$ cat src/rtl/pc_sequencer_pkg.sv
// Shared definitions for the PC sequencer: state encoding and PC source codes.
package pc_sequencer_pkg;

  typedef enum logic [2:0] {
    ST_FETCH  = 3'd0,
    ST_DECODE = 3'd1,
    ST_EXEC   = 3'd2,
    ST_COMMIT = 3'd3,
    ST_HALT   = 3'd4,
    ST_FAULT  = 3'd5
  } state_t;

  // PC source mux select codes; 2'b11 is never produced.
  localparam logic [1:0] SEL_ALU    = 2'b00;
  localparam logic [1:0] SEL_REG    = 2'b01;
  localparam logic [1:0] SEL_CONCAT = 2'b10;

  // Width of the fetch wait counter (covers timeouts up to 65535).
  localparam int WAIT_W = 16;

endpackage

$ cat src/rtl/pc_sequencer_watchdog.sv
// Fetch watchdog: counts FETCH cycles spent waiting on instruction memory
// and flags the wait cycle on which the timeout limit is reached.
module fetch_watchdog
  import pc_sequencer_pkg::*;
#(
  parameter int FETCH_TIMEOUT = 255
) (
  input  logic clk,
  input  logic rst_n,
  input  logic clear,
  input  logic wait_cycle,
  output logic expired
);

  // The Nth wait cycle sees a count of N-1, so compare against limit-1.
  localparam logic [WAIT_W-1:0] LIMIT = WAIT_W'(FETCH_TIMEOUT - 1);

  logic [WAIT_W-1:0] wait_cnt;

  // Wait counter: held at zero outside active FETCH, counts unanswered requests.
  always_ff @(posedge clk or negedge rst_n) begin
    if (!rst_n) begin
      wait_cnt <= '0;
    end else if (clear) begin
      wait_cnt <= '0;
    end else if (wait_cycle) begin
      wait_cnt <= wait_cnt + 1'b1;
    end
  end

  assign expired = wait_cycle && (wait_cnt == LIMIT);

endmodule

$ cat src/rtl/pc_sequencer.sv
// Multi-cycle PC sequencer: FETCH/DECODE/EXEC/COMMIT control with absorbing
// HALT and fetch-timeout FAULT states, plus a retired-instruction counter.
module pc_sequencer
  import pc_sequencer_pkg::*;
#(
  parameter int FETCH_TIMEOUT = 255
) (
  input  logic        clk,
  input  logic        rst_n,
  input  logic        mem_ready,
  input  logic        is_branch,
  input  logic        is_jump,
  input  logic        is_jr,
  input  logic        is_halt,
  input  logic        alu_zero,
  output logic [1:0]  sel_pc,
  output logic        pc_write,
  output logic        ir_write,
  output logic        mem_req,
  output logic        fault,
  output logic [2:0]  state_dbg,
  output logic [15:0] instr_count
);

  state_t state;
  logic   running;   // low until the first clock edge after reset release
  logic   zero_q;    // alu_zero captured at the end of EXEC
  logic   fetching;
  logic   expired;

  assign fetching  = running && (state == ST_FETCH);
  assign state_dbg = state;

  fetch_watchdog #(
    .FETCH_TIMEOUT(FETCH_TIMEOUT)
  ) u_watchdog (
    .clk       (clk),
    .rst_n     (rst_n),
    .clear     (!fetching),
    .wait_cycle(fetching && !mem_ready),
    .expired   (expired)
  );

  // Control FSM: state transitions, zero flag capture, retire count, sticky fault.
  always_ff @(posedge clk or negedge rst_n) begin
    if (!rst_n) begin
      state       <= ST_FETCH;
      running     <= 1'b0;
      zero_q      <= 1'b0;
      instr_count <= '0;
      fault       <= 1'b0;
    end else begin
      running <= 1'b1;
      case (state)
        ST_FETCH: begin
          if (running) begin
            if (mem_ready) begin
              state <= ST_DECODE;
            end else if (expired) begin
              state <= ST_FAULT;
              fault <= 1'b1;
            end
          end
        end
        ST_DECODE: state <= is_halt ? ST_HALT : ST_EXEC;
        ST_EXEC: begin
          zero_q <= alu_zero;
          state  <= ST_COMMIT;
        end
        ST_COMMIT: begin
          instr_count <= instr_count + 16'd1;
          state       <= ST_FETCH;
        end
        ST_HALT:  state <= ST_HALT;
        ST_FAULT: state <= ST_FAULT;
        default:  state <= ST_FETCH;
      endcase
    end
  end

  // Enables: Mealy in FETCH (memory handshake) and COMMIT (PC source priority).
  always_comb begin
    mem_req  = 1'b0;
    ir_write = 1'b0;
    pc_write = 1'b0;
    sel_pc   = SEL_ALU;
    case (state)
      ST_FETCH: begin
        if (running) begin
          mem_req = 1'b1;
          if (mem_ready) begin
            ir_write = 1'b1;
            pc_write = 1'b1;
            sel_pc   = SEL_ALU;
          end
        end
      end
      ST_COMMIT: begin
        if (is_jr) begin
          pc_write = 1'b1;
          sel_pc   = SEL_REG;
        end else if (is_jump) begin
          pc_write = 1'b1;
          sel_pc   = SEL_CONCAT;
        end else if (is_branch && zero_q) begin
          pc_write = 1'b1;
          sel_pc   = SEL_ALU;
        end
      end
      default: ;
    endcase
  end

endmodule

$ cat config.mk
export PLATFORM = sky130hd
export DESIGN_NAME = pc_sequencer
export DESIGN_NICKNAME = d
export VERILOG_FILES = /design/src/rtl/pc_sequencer_pkg.sv /design/src/rtl/pc_sequencer_watchdog.sv /design/src/rtl/pc_sequencer.sv
export SDC_FILE = /design/constraint.sdc
export NUM_CORES = 1
export LEC_CHECK = 0
export CORE_MARGIN = 2
export CORE_UTILIZATION = 45
export CTS_CLUSTER_DIAMETER = 50
export CTS_CLUSTER_SIZE = 12
export DETAILED_ROUTE_END_ITERATION = 12
export PLACE_DENSITY = 0.77
export SETUP_SLACK_MARGIN = 0.4
export SYNTH_ARGS = -nofsm -noshare
export SYNTH_HDL_FRONTEND = slang
export SYNTH_HIERARCHICAL = 1
export SYNTH_SLANG_ARGS = --single-unit
$ cat constraint.sdc
create_clock -name clk -period 7.1 [get_ports clk]
set_input_delay 1.42 -clock clk [delete_from_list [all_inputs] [get_ports clk]]
set_output_delay 1.42 -clock clk [all_outputs]
set_load 0.02 [all_outputs]
==> qor.yml, run 1 <==
outcome: "completed"
min-delay-path-class: "flop to flop"
worstPathMaxFanout: 4
synth_nets: 194
min_from: "fault"
pin_count: 33
critical_path.reg2reg.endpoint: "state_dbg[0]"
syn_inst: 183
count_of_input_and_output_buffers: 32
max-clock-path-buffers: 2
cts_inserted_buffers: 5
post_synth.cell_area_avg_um2: 10.4
nets: 228
post_cts_buffers: 0
multiInputGateArea_um2: 893
end_kind: "primary output"
die_area_um2: 4750
path_class: "input port to primary output"
p_leak_uw: 0.000974
dieWidth_um: 68.9
antenna_violating_nets_post_route: 0
post-dp-hpwl_mm: 2.53
place.gp.congestion: 0.802
synth_xor_xnor_area_share_pct: 11.9
fin_skew_ps: 7.55
period_share_pct: 59.6
reg2reg_from: "state_dbg[0]"
ys_dominant_reg_cell: "sky130_fd_sc_hd__dfrtp_1"
post_synthesis_adder_cell_area_fraction_pct: 1.98
root_buffer: "sky130_fd_sc_hd__clkbuf_8"
post_drt_wl_per_cell_um: 12.9
cts_hold_buffers: 0
synthesized_cell_area_um2: 1900
worstRegToRegCells: 8
antenna-diode-count: 0
worst_ep_arrival_time_ps: 2810
hold_violations: 0
detail_route.vias_per_cell: 5.34
synth-edff-count: 0
drive_above_1_share_pct: 9.63
synth_seq_area_share_pct: 50.1
drt_iter0_markers: 70
timing.setup.tns_ps: 0
final-setup-viol-count: 0
layout.core_utilization_pct: 58.4
cellPowerDensity_nw_per_um2: 234
floorplan.rows: 23
synthSimpleGateAreaFrac_pct: 24.4
wire_length_of_the_first_global_routing_pass_mm: 6.20
clk_pin_slew_ps: 70
fill_cells: 361
register_area_um2: 951
startpoint_type: "input port"
die_h_um: 68.9
ys_warn_count: 6
synth.ff_latch_count: 38
maxSlewHeadroom_pct: 46.4
timing_worst_slew_pin_value_ps: 804
min_period_ps: 4230
grt_antenna_before_repair: 0
route.vias.total: 1431
synthDistinctLibCells: 42
drt_pass1_iterations: 4
drv.max_cap_violation_count: 0
grt_max_degree: 39
cts_tree: "built"
worst_skew_pair.late_latency_ps: 280
syn_to_final_growth_pct: 24.1
maximum_vdd_drop_v: 0.000186
achievable-frequency_ghz: 0.236
combinational_family_with_the_most_area_after_synthesis: "simple AND/OR/NAND/NOR gates"
setup.reg_to_reg.worst_slack_ps: 3760
tritoncts_num_sinks: 38
cts-htree-levels: 2
synthArstFlopShare_pct: 100
floorplan.initialDensity_pct: 47.1
cp_data_required_time_ps: 5680
cp-startpoint: "mem_ready"
critical_path.endpoint: "pc_write"
final_max_slew_viol_count: 0
synthMuxAreaShare_pct: 2.31
remaining_drc_errors: 0
grt_use_total_pct: 18.0
first_global_vias: 1342
core_region_area_um2: 4030
synth-compound-area-share_pct: 6.27
rsz0062_at_grt: "no"
detail_route.wirelength_mm: 3.46
grt_overflow_total: 0
post_cts_resize_count: 0
-- logic make-up after synthesis --
kind of cell               after synthesis
adders and majority gates                3
AOI/OAI and AO/OA                       17
and+or+nand+nor                         83
buffers and inverters                   12
DFF                                     38
xor gates and xnor gates                25
muxes                                    4
other                                    1
-- cell usage after synthesis, drive strengths merged (4+ instances only) --
cell   number  area, um2
xnor2      18        165
nand3       6       30.0
nor3        7       35.0
xor2        7       61.3
a21oi       5       25.0
dfrtp      38        951
nand2      12       45.0
nor4        4       31.3
nor2       25       93.8
inv         7       26.3
o21ai       4       20.0
buf         4       22.5
nand4      11       81.3
-- per-stage QoR --
step,setup slack (ps),hold slack (ps),cell area (um2),cells,power (uW)
after CTS,2870,470,2350,268,561
after detailed placement,2870,450,2250,260,384
after global routing,2770,492,2350,268,590
after floorplan,3740,482,1900,183,336
final,2870,468,2350,268,552
after global placement,2890,442,2250,260,382
-- metal layers --
layer / up-vias / track usage [%] / wire length, um
li1: 704 / - / -
met1: 694 / 22.6 / 1530
met2: 27 / 28.8 / 1710
met3: 6 / 5.84 / 158
met4: 0 / 6.62 / 53
met5: - / 0 / 0
-- critical path: stages --
cell and delay, ps:
sky130_fd_sc_hd__clkdlybuf4s50_1 510, sky130_fd_sc_hd__and2_1 150, sky130_fd_sc_hd__o21bai_1 100, sky130_fd_sc_hd__clkdlybuf4s50_1 620
-- how the worst min path moves through the flow --
stage / to / slack, ps / cells past startpoint
finish: fault / 470 / 1
global route: fault / 490 / 1
CTS: fault / 470 / 1
detailed placement: fault / 450 / 1
global placement: fault / 440 / 1
floorplan: zero_q / 480 / 1
-- final cells by class --
class,count,area share (%)
inverter,7,1.12
clock inverter,1,1.28
sequential,38,40.4
timing repair buffer,32,13.4
clock buffer,7,3.24
multi-input combinational,133,37.9
tap,50,2.66
-- state kept, by name (all words and copies together) (netlist names) --
name and cells:
fault 1, instr_count 16, state_dbg 3, u_watchdog/wait_cnt 16, running 1, zero_q 1
-- report_power, final --
group | switching [uW] | internal [uW] | total [uW]
combinational | 64.3 | 54.8 | 119
clock | 68.3 | 105 | 173
sequential | 26.7 | 233 | 259
total | 159 | 393 | 552
-- placed cells by master (no fill, tap or decap), types with 2 or more instances in the layout --
| cell type | synthesis | layout |
|---|---|---|
| sky130_fd_sc_hd__nand3b_1 | 2 | 2 |
| sky130_fd_sc_hd__xnor2_1 | 17 | 17 |
| sky130_fd_sc_hd__nand3_1 | 6 | 6 |
| sky130_fd_sc_hd__nor4_1 | 3 | 3 |
| sky130_fd_sc_hd__nor2b_1 | 2 | 2 |
| sky130_fd_sc_hd__clkbuf_1 | 1 | 2 |
| sky130_fd_sc_hd__nor3_1 | 7 | 7 |
| sky130_fd_sc_hd__nand4_2 | 2 | 2 |
| sky130_fd_sc_hd__nand2_1 | 12 | 12 |
| sky130_fd_sc_hd__and2_1 | 2 | 2 |
| sky130_fd_sc_hd__or3_1 | 2 | 2 |
| sky130_fd_sc_hd__ha_1 | 3 | 3 |
| sky130_fd_sc_hd__dfrtp_1 | 38 | 38 |
| sky130_fd_sc_hd__a21oi_1 | 5 | 5 |
| sky130_fd_sc_hd__xor2_1 | 7 | 7 |
| sky130_fd_sc_hd__nand4_1 | 9 | 9 |
| sky130_fd_sc_hd__inv_1 | 7 | 7 |
| sky130_fd_sc_hd__nor2_1 | 25 | 25 |
| sky130_fd_sc_hd__clkbuf_8 | 0 | 5 |
| sky130_fd_sc_hd__o21ai_0 | 4 | 4 |
| sky130_fd_sc_hd__clkdlybuf4s50_1 | 0 | 31 |
| sky130_fd_sc_hd__mux2_2 | 3 | 3 |
| sky130_fd_sc_hd__nor3b_1 | 2 | 2 |
| sky130_fd_sc_hd__a211oi_1 | 2 | 2 |
No activity file was read; power rests on OpenSTA's default activity.
==> run 2, diff against run 1 <==
clock period = 4.3 ns   (was 7.1 ns; I/O delays follow)
==> qor.yml, run 2 (synthesized netlist as in run 1, its figures left out) <==
outcome: "completed"
nets: 229  # +0.44%
achievable-frequency_ghz: 0.277
finalHoldWorstSlack_ps: 469  # +0.316 ps
max-clock-path-buffers: 2  # unchanged
floorplan.initialDensity_pct: 47.1  # unchanged
syn_to_final_growth_pct: 24.9
min-delay-path-class: "flop to flop"
worstPathMaxFanout: 22  # +18
route.vias.total: 1422  # -0.63%
hold_violations: 0  # unchanged
path_class: "flop to primary output"
drt_iter0_markers: 94  # +34%
worst_skew_pair.late_latency_ps: 290  # about the same
cts_inserted_buffers: 5  # unchanged
maxSlewHeadroom_pct: 46.6  # +0.18 points
startpoint_type: "flop"
pre_cts_slack_ps: 1000  # -1860 ps
mostFrequentLayoutCell: "sky130_fd_sc_hd__dfrtp_1"
post_cts_buffers: 0  # unchanged
cts-htree-levels: 2  # unchanged
remaining_drc_errors: 0  # unchanged
final-setup-viol-count: 0  # unchanged
reg2reg_from: "state_dbg[0]"
setup.reg_to_reg.worst_slack_ps: 1330  # -2430 ps
worst_ep_arrival_time_ps: 2750  # -60 ps
critical_path.endpoint: "pc_write"
dieWidth_um: 68.9  # unchanged
period_share_pct: 83.9
die_h_um: 68.9  # unchanged
place.gp.congestion: 0.803  # about the same
detail_route.wirelength_mm: 3.48  # +0.61%
grt_antenna_before_repair: 0  # unchanged
floorplan.rows: 23  # unchanged
cts_tree: "built"
cellPowerDensity_nw_per_um2: 394  # +68%
drt_pass1_iterations: 4  # unchanged
core_region_area_um2: 4030  # unchanged
maximum_vdd_drop_v: 0.000326  # +76%
most-common-layout-cells: "38 x sky130_fd_sc_hd__dfrtp_1, 31 x sky130_fd_sc_hd__clkdlybuf4s50_1, 25 x sky130_fd_sc_hd__nor2_1, 17 x sky130_fd_sc_hd__xnor2_1, 12 x sky130_fd_sc_hd__nand2_1"
cts_hold_buffers: 0  # unchanged
rsz0062_at_grt: "no"
critical_path.reg2reg.endpoint: "state_dbg[0]"
min_period_ps: 3610
wire_length_of_the_first_global_routing_pass_mm: 6.24  # +0.77%
final_max_slew_viol_count: 0  # unchanged
min_from: "fault"
die_area_um2: 4750  # unchanged
layout_setup_ws_ps: 693  # -2180 ps
post_cts_resize_count: 0  # unchanged
drv.max_cap_violation_count: 0  # unchanged
post-dp-hpwl_mm: 2.48  # -2.0%
timing.setup.tns_ps: 0  # unchanged
root_buffer: "sky130_fd_sc_hd__clkbuf_8"
antenna-diode-count: 0  # unchanged
worstRegToRegCells: 9  # +1
timing_worst_slew_pin_value_ps: 802  # -2.68 ps
count_of_input_and_output_buffers: 32  # unchanged
fin_skew_ps: 7.77  # +0.218 ps
grt_overflow_total: 0  # unchanged
pin_count: 33  # unchanged
detail_route.vias_per_cell: 5.31  # -0.63%
end_kind: "primary output"
first_global_vias: 1419  # +5.7%
post_drt_wl_per_cell_um: 13.0  # +0.61%
tritoncts_num_sinks: 38  # unchanged
clk_pin_slew_ps: 70  # about the same
cp-startpoint: "state_dbg[0]"
p_leak_uw: 0.000984  # +1.0%
grt_use_total_pct: 18.3  # +0.31 points
antenna_violating_nets_post_route: 0  # unchanged
grt_max_degree: 39  # unchanged
cp_data_required_time_ps: 3440  # -2240 ps
drive_above_1_share_pct: 10.6  # +0.92 points
[run 2: cell types whose count changed in the layout (fill, tap and decap cells not counted), sizes merged]
cell / change
buf: +1
clkbuf: -1
[run 2: final cells by class]
class,instances,area (um2)
Inverter,7,26.3
Tap cell,50,62.6
Sequential cell,38,951
Clock buffer,6,82.6
Fill cell,354,1660
Timing Repair Buffer,33,323
Multi-Input combinational cell,133,893
Clock inverter,1,30.0
[run 2: how the worst min path moves through the flow]
stage,end,slack [ps],cells after the start
floorplan,zero_q,480,1
global placement,fault,450,1
detailed placement,fault,450,1
CTS,fault,470,1
global route,fault,490,1
finish,fault,470,1
[run 2: power by group]
| group | total [uW] | switching [uW] | leakage (uW) | internal (uW) |
|---|---|---|---|---|
| Clock | 304 | 118 | 0.0000573 | 185 |
| Sequential | 429 | 44.9 | 0.000521 | 384 |
| Combinational | 202 | 109 | 0.000406 | 92.5 |
[run 2: critical path: stages (launching register included)]
cell	delay (ps)
sky130_fd_sc_hd__dfrtp_1	480
sky130_fd_sc_hd__or4b_1	920
sky130_fd_sc_hd__inv_1	160
sky130_fd_sc_hd__and2_1	160
sky130_fd_sc_hd__o21bai_1	110
sky130_fd_sc_hd__clkdlybuf4s50_1	620
[run 2: per-stage QoR]
step / utilization, % / instance area [um2] / total power, uW / cells
3_3_place_gp: 56.0 / 2260 / 632 / 261
2_1_floorplan: - / 1900 / 554 / 183
4_1_cts: 58.8 / 2370 / 943 / 268
3_5_place_dp: 56.0 / 2260 / 637 / 261
6_report: 58.8 / 2370 / 934 / 268
5_1_grt: 58.8 / 2370 / 985 / 268
[run 2: layer usage]
layer	part of all wire, %	track usage [%]
met1	48	21.7
met2	46	29.6
met3	4.0	5.36
met4	2.1	10.3
met5	0	0
